===== src/rtl/bbox_msg_pkg.sv =====
// Shared definitions for the bounding-box message arbiter.
//   state_t      : burst FSM states
//   COORD_W      : coordinate width
//   PAD_W, ID_W  : zero-pad width inside a coordinate word, tracker ID width
//   ID_*         : default 3-character tracker IDs
//   pack_xy()    : builds a {pad, x, pad, y} FIFO word
package bbox_msg_pkg;

  typedef enum logic [1:0] {
    IDLE = 2'd0,
    HDR  = 2'd1,
    TL   = 2'd2,
    BR   = 2'd3
  } state_t;

  localparam int COORD_W = 11;
  localparam int PAD_W   = 5;
  localparam int ID_W    = 24;

  localparam logic [ID_W-1:0] ID_RED    = "RBB";
  localparam logic [ID_W-1:0] ID_YELLOW = "YBB";
  localparam logic [ID_W-1:0] ID_BLUE   = "BBB";
  localparam logic [ID_W-1:0] ID_WHITE  = "WBB";

  function automatic logic [31:0] pack_xy(input logic [COORD_W-1:0] x,
                                          input logic [COORD_W-1:0] y);
    return {{PAD_W{1'b0}}, x, {PAD_W{1'b0}}, y};
  endfunction

endpackage


===== src/rtl/bbox_msg_arbiter_rr_arbiter.sv =====
// Combinational round-robin pick: the first asserted request at or after
// rr_ptr, wrapping modulo N_REQ.
//   req    : request vector
//   rr_ptr : highest-priority index this decision
//   grant  : one-hot winner
//   winner : binary winner index
//   valid  : any request present
module rr_arbiter #(
  parameter int N_REQ = 4,
  parameter int IDX_W = 2
) (
  input  logic [N_REQ-1:0] req,
  input  logic [IDX_W-1:0] rr_ptr,
  output logic [N_REQ-1:0] grant,
  output logic [IDX_W-1:0] winner,
  output logic             valid
);

  logic [IDX_W-1:0] idx;

  always_comb begin
    grant  = '0;
    winner = '0;
    valid  = 1'b0;
    idx    = '0;
    for (int k = 0; k < N_REQ; k++) begin
      idx = IDX_W'((int'(rr_ptr) + k) % N_REQ);
      if (!valid && req[idx]) begin
        valid      = 1'b1;
        winner     = idx;
        grant[idx] = 1'b1;
      end
    end
  end

endmodule


===== src/rtl/bbox_msg_arbiter.sv =====
// Shares one 32-bit CPU message FIFO between N_REQ bounding-box trackers.
// Each granted request is written as an atomic 3-word burst:
// {8'h00, id}, {pad, x_min, pad, y_min}, {pad, x_max, pad, y_max}.
//   clk, reset_n : clock, asynchronous active-low reset
//   req          : level request per tracker, held until its ack
//   req_id       : 24-bit ID per tracker, tracker i at [24i+23:24i]
//   req_box      : {x_min, y_min, x_max, y_max} per tracker
//   ack          : one-cycle pulse when a message is written or suppressed
//   busy         : burst in progress
//   fifo_wr      : FIFO write strobe
//   fifo_data    : FIFO write word
//   fifo_usedw   : FIFO fill level
//   fifo_flush   : FIFO is being cleared this cycle
module bbox_msg_arbiter #(
  parameter int N_REQ      = 4,
  parameter int FIFO_DEPTH = 256,
  parameter int COORD_W    = 11,
  parameter int USEDW_W    = 8
) (
  input  logic                     clk,
  input  logic                     reset_n,
  input  logic [N_REQ-1:0]         req,
  input  logic [N_REQ*24-1:0]      req_id,
  input  logic [N_REQ*4*COORD_W-1:0] req_box,
  output logic [N_REQ-1:0]         ack,
  output logic                     busy,
  output logic                     fifo_wr,
  output logic [31:0]              fifo_data,
  input  logic [USEDW_W-1:0]       fifo_usedw,
  input  logic                     fifo_flush
);

  import bbox_msg_pkg::*;

  localparam int IDX_W    = (N_REQ > 1) ? $clog2(N_REQ) : 1;
  localparam int BOX_W    = 4 * COORD_W;
  localparam int XMIN_LSB = 3 * COORD_W;
  localparam int YMIN_LSB = 2 * COORD_W;
  localparam int XMAX_LSB = COORD_W;
  localparam int YMAX_LSB = 0;
  // Need room for a whole burst plus one word of fifo_usedw lag.
  localparam logic [USEDW_W-1:0] ROOM = USEDW_W'(FIFO_DEPTH - 4);

  state_t            state_q, state_d;
  logic [IDX_W-1:0]  rr_ptr, rr_ptr_d;
  logic [IDX_W-1:0]  win_q, winner;
  logic [N_REQ-1:0]  grant, req_live, ack_d;
  logic              valid, latch, empty, wr_d;
  logic [23:0]       id_q, sel_id;
  logic [BOX_W-1:0]  box_q, sel_box;
  logic [31:0]       data_d;

  function automatic logic [IDX_W-1:0] ptr_after(input logic [IDX_W-1:0] w);
    return (int'(w) == N_REQ - 1) ? '0 : w + 1'b1;
  endfunction

  // A requester still holds req during its ack cycle; masking it there
  // prevents a second grant of the same message.
  assign req_live = req & ~ack;

  rr_arbiter #(
    .N_REQ (N_REQ),
    .IDX_W (IDX_W)
  ) u_rr (
    .req    (req_live),
    .rr_ptr (rr_ptr),
    .grant  (grant),
    .winner (winner),
    .valid  (valid)
  );

  always_comb begin
    sel_id  = '0;
    sel_box = '0;
    for (int i = 0; i < N_REQ; i++) begin
      if (IDX_W'(i) == winner) begin
        sel_id  = req_id[i*24 +: 24];
        sel_box = req_box[i*BOX_W +: BOX_W];
      end
    end
  end

  assign empty = (sel_box[XMIN_LSB +: COORD_W] > sel_box[XMAX_LSB +: COORD_W]) ||
                 (sel_box[YMIN_LSB +: COORD_W] > sel_box[YMAX_LSB +: COORD_W]);

  // Next-state and next-output logic; outputs are registered on entry to
  // the state they belong to, so HDR/TL/BR words appear while in that state.
  always_comb begin
    state_d  = state_q;
    rr_ptr_d = rr_ptr;
    wr_d     = 1'b0;
    data_d   = fifo_data;
    ack_d    = '0;
    latch    = 1'b0;
    case (state_q)
      IDLE: begin
        if (!fifo_flush && valid) begin
          if (empty) begin
            ack_d    = grant;
            rr_ptr_d = ptr_after(winner);
          end else if (fifo_usedw < ROOM) begin
            latch   = 1'b1;
            state_d = HDR;
            wr_d    = 1'b1;
            data_d  = {8'h00, sel_id};
          end
        end
      end
      HDR: begin
        if (fifo_flush) begin
          state_d = IDLE;
        end else begin
          state_d = TL;
          wr_d    = 1'b1;
          data_d  = pack_xy(box_q[XMIN_LSB +: COORD_W], box_q[YMIN_LSB +: COORD_W]);
        end
      end
      TL: begin
        if (fifo_flush) begin
          state_d = IDLE;
        end else begin
          state_d  = BR;
          wr_d     = 1'b1;
          data_d   = pack_xy(box_q[XMAX_LSB +: COORD_W], box_q[YMAX_LSB +: COORD_W]);
          ack_d    = N_REQ'(1) << win_q;
          rr_ptr_d = ptr_after(win_q);
        end
      end
      BR: begin
        state_d = IDLE;
      end
      default: begin
        state_d = IDLE;
      end
    endcase
  end

  always_ff @(posedge clk or negedge reset_n) begin
    if (!reset_n) begin
      state_q   <= IDLE;
      rr_ptr    <= '0;
      win_q     <= '0;
      id_q      <= '0;
      box_q     <= '0;
      fifo_wr   <= 1'b0;
      fifo_data <= '0;
      ack       <= '0;
      busy      <= 1'b0;
    end else begin
      state_q   <= state_d;
      rr_ptr    <= rr_ptr_d;
      fifo_wr   <= wr_d;
      fifo_data <= data_d;
      ack       <= ack_d;
      busy      <= (state_d != IDLE);
      if (latch) begin
        win_q <= winner;
        id_q  <= sel_id;
        box_q <= sel_box;
      end
    end
  end

  // id_q documents the latched header; the header word itself is built from
  // sel_id in the grant cycle.
  logic unused_id;
  assign unused_id = ^id_q;

endmodule


===== config.mk =====
export PLATFORM = sky130hd
export DESIGN_NAME = bbox_msg_arbiter
export DESIGN_NICKNAME = d
export VERILOG_FILES = /design/src/rtl/bbox_msg_pkg.sv /design/src/rtl/bbox_msg_arbiter_rr_arbiter.sv /design/src/rtl/bbox_msg_arbiter.sv
export SDC_FILE = /design/constraint.sdc
export NUM_CORES = 1
export LEC_CHECK = 0
export ABC_AREA = 1
export BUFFER_PORTS_ARGS = -buffer_cell sky130_fd_sc_hd__buf_2
export CAP_MARGIN = 20
export CORE_AREA = 2 2 125 127
export DETAILED_ROUTE_END_ITERATION = 8
export DIE_AREA = 0 0 127 129
export PLACE_DENSITY = 0.85
export SLEW_MARGIN = 30
export SYNTH_ARGS = -nofsm -noshare
export SYNTH_HDL_FRONTEND = slang
export SYNTH_HIERARCHICAL = 1
export SYNTH_SLANG_ARGS = --single-unit

===== constraint.sdc =====
create_clock -name clk -period 5.83 [get_ports clk]
set_input_delay 0.2915 -clock clk [delete_from_list [all_inputs] [get_ports clk]]
set_output_delay 0.2915 -clock clk [all_outputs]
set_load 0.05 [all_outputs]

==> summary.md <==
| Metric | Value |
|---|---|
| Status | `complete, no violations` |
| Max-Cap Viols | `0` |
| Vias in the first global route | `7385` |
| Worst skew pair latency | `0.34 ns` |
| First-pass GRT wire length | `37.5 mm` |
| Hold Vio Cnt, Final | `0` |
| Fin Clk Skew | `0.00795 ns` |
| CTS tree | `yes` |
| Nets@finish | `1651` |
| Pin count of the biggest net entering global routing | `68` |
| Overflow after GRT | `0` |
| Initial antenna violation count | `4` |
| Clk buf depth | `2` |
| Area leader, netlist | `dfrtp_1` |
| Synth top area share | `29.4%` |
| Clock Root Buffer | `clkbuf_16` |
| Filler cell count in the final layout | `1453` |
| Yosys cell types | `35` |
| Flip-flop and latch area | `0.00208 mm²` |
| Final setup vio count | `0` |
| Routed vias | `8215` |
| Vias per inst | `5.40` |
| Synth top area cells | `dfrtp_1 (29%), nand2_1 (21%), a21oi_1 (8.6%)` |
| HPWL Detailed | `18.9 mm` |
| Worst path most repeated cell | `nand2_1` |
| Unrepaired setup endpoints after global routing | `no` |
| Die height | `129 µm` |
| Ys async rst share | `100%` |
| Post-CTS setup buffer count | `0` |
| IO buf count | `317` |
| IO Pins | `325` |
| Die area | `0.0164 mm²` |
| CTS buffer count | `9` |
| Area taken by multi-input logic gates | `0.00433 mm²` |
| TNS Setup | `0 ns` |
| CP max stage cell | `dfrtp_1` |
| Global router's overall resource usage | `29.0%` |
| DRT iter0 DRCs | `693` |
| Row cnt | `45` |
| Slew @ Worst Pin | `0.931 ns` |
| Hold Crit Class | `in -> reg` |
| Layout cells sized above 1 | `28.7%` |
| Area Growth Syn to Fin | `27.1%` |
| Clock Sinks | `83` |
| Routed len/inst | `16.3 µm` |
| CP Max Fanout | `31` |
| Final worst path period share | `92.7%` |
| Synth Cell Area | `0.00706 mm²` |
| Rel. slew slack | `37.9%` |
| Synth Warn # | `6` |
| Antenna viol nets, final | `0` |
| Final wirelength | `24.9 mm` |
| Core region area | `0.0150 mm²` |
| Die width | `127 µm` |
| Mapped Avg Cell Area | `6.71 µm²` |
| Clock slew at reported path FFs | `0.06 ns` |
| Predominant post-synthesis flop cell | `dfrtp_1` |
| EDFF count, synth | `0` |
| Largest stage delay on the critical path | `0.53 ns` |
| Shortest period the worst path allows | `5.40 ns` |
| Most common library cells after synthesis | `nand2_1 (395), a21oi_1 (122), dfrtp_1 (83)` |
| Crit path DAT | `5.67 ns` |
| Worst Setup End Kind | `flop` |
| H-tree levels | `3` |
| Seq/Total Area, Yosys | `29.4%` |
| Most common cell in the netlist | `nand2_1` |
| Worst Path Required | `6.10 ns` |
| #FFs+latches synth | `83` |
| Fmax | `185 MHz` |
| Initial Util | `47.1%` |
| DRC Markers | `0` |
| Drt pass-1 iters | `6` |
| Setup crit start kind | `flop` |
| GP Congestion | `0.908` |
| Path type of the worst setup path | `reg -> reg` |
| Final slew viol count | `0` |
| Mapped Cells | `1052` |
## stage by stage
step | instance area (µm²) | util (%) | worst slack (ns) | hold WS (ns) | std cells
3_5_place_dp | 8620 | 57.6 | 0.461 | 0.215 | 1500
6_report | 8970 | 59.9 | 0.427 | 0.285 | 1522
3_3_place_gp | 8620 | 57.6 | 0.702 | 0.210 | 1500
2_1_floorplan | 7070 | - | 1.71 | -0.00409 | 1056
4_1_cts | 8950 | 59.7 | 0.403 | 0.276 | 1516
5_1_grt | 8970 | 59.9 | 0.0123 | 0.315 | 1521
## worst max-delay path: cells and delay by family, from the launching register on
family / cells / cell delay [ns]
fa+ha+maj: 3 / 1.00
buf+inv: 6 / 1.10
flops: 1 / 0.53
simple gates: 17 / 2.10
compound gates: 3 / 0.61
## cell usage in the layout (no fill, tap or decap), drive strengths merged
cell type / netlist / layout
dfrtp: 83 / 83
o31ai: 1 / 1
nand4: 11 / 11
inv: 67 / 67
nor2: 36 / 37
nand2: 407 / 407
a22o: 22 / 22
a21oi: 123 / 123
o21ai: 51 / 51
clkbuf: 32 / 11
a21boi: 4 / 4
nand3: 50 / 50
a21o: 1 / 1
a221oi: 19 / 19
and2: 1 / 1
buf: 46 / 334
o22ai: 1 / 1
clkinv: 1 / 1
o211ai: 19 / 19
a22oi: 19 / 19
o21a: 18 / 18
ha: 39 / 39
dlygate4sd3: 0 / 1
clkinvlp: 0 / 2
bufinv: 0 / 2
conb: 1 / 5
diode: 0 / 5
## cell families (layout without fill, tap and decap cells)
kind of cell | after synthesis | in the layout | synth area share (%)
adders and majority gates | 39 | 39 | 6.91
buffers and inverters | 146 | 418 | 9.64
other | 1 | 10 | 0.0531
and+or+nand+nor | 505 | 506 | 29.7
DFF | 83 | 83 | 29.4
AOI/OAI and AO/OA | 278 | 278 | 24.3
## sequential cells by signal, indices dropped and copies added, names as in the netlist
signal and flops:
ack 4, box_q 44, busy 1, fifo_data 27, fifo_wr 1, rr_ptr 2, state_q 2, win_q 2
## final cells by class
cell class | count | area share [%]
multi-input combinational | 828 | 48.3
clock inverter | 4 | 0.837
sequential | 83 | 23.2
inverter | 68 | 2.85
antenna | 5 | 0.139
tap | 188 | 2.62
timing repair buffer | 335 | 19.4
clock buffer | 11 | 2.71
## layer usage
metal	global-route usage, %	vias to the layer above	share of wire [%]
li1	-	4056	-
met3	3.53	50	7.6
met2	50.4	396	47
met5	0	-	0
met1	37.1	3713	42
met4	11.2	0	3.2
## path summary, 6_finish.rpt
kind,depth (start not counted),from,slack [ns],end
max,29,rr_ptr[1]$_DFFE_PN0P_,0.43,fifo_data[25]$_DFFE_PN0P_
min in group asynchronous,2,reset_n,0.39,fifo_data[0]$_DFFE_PN0P_
max reg2reg,29,rr_ptr[1]$_DFFE_PN0P_,0.43,fifo_data[25]$_DFFE_PN0P_
max in group asynchronous,3,reset_n,4.37,fifo_data[25]$_DFFE_PN0P_
min,4,req_box[138],0.28,box_q[6]$_DFFE_PN0P_
min reg2reg,2,fifo_data[5]$_DFFE_PN0P_,0.47,fifo_data[5]$_DFFE_PN0P_
## what timing repair did
| action | 4_1_cts | 5_1_grt |
|---|---|---|
| setup endpoints to repair | 0 | 29 |
| hold buffers | 1 | 0 |
| resized for setup | 0 | 0 |
| endpoints found under the hold margin | 24 | 0 |
Power is left out: the tool's default activity adds up to more than one toggle a clock period on the data nets, which glitch-free logic cannot reach.
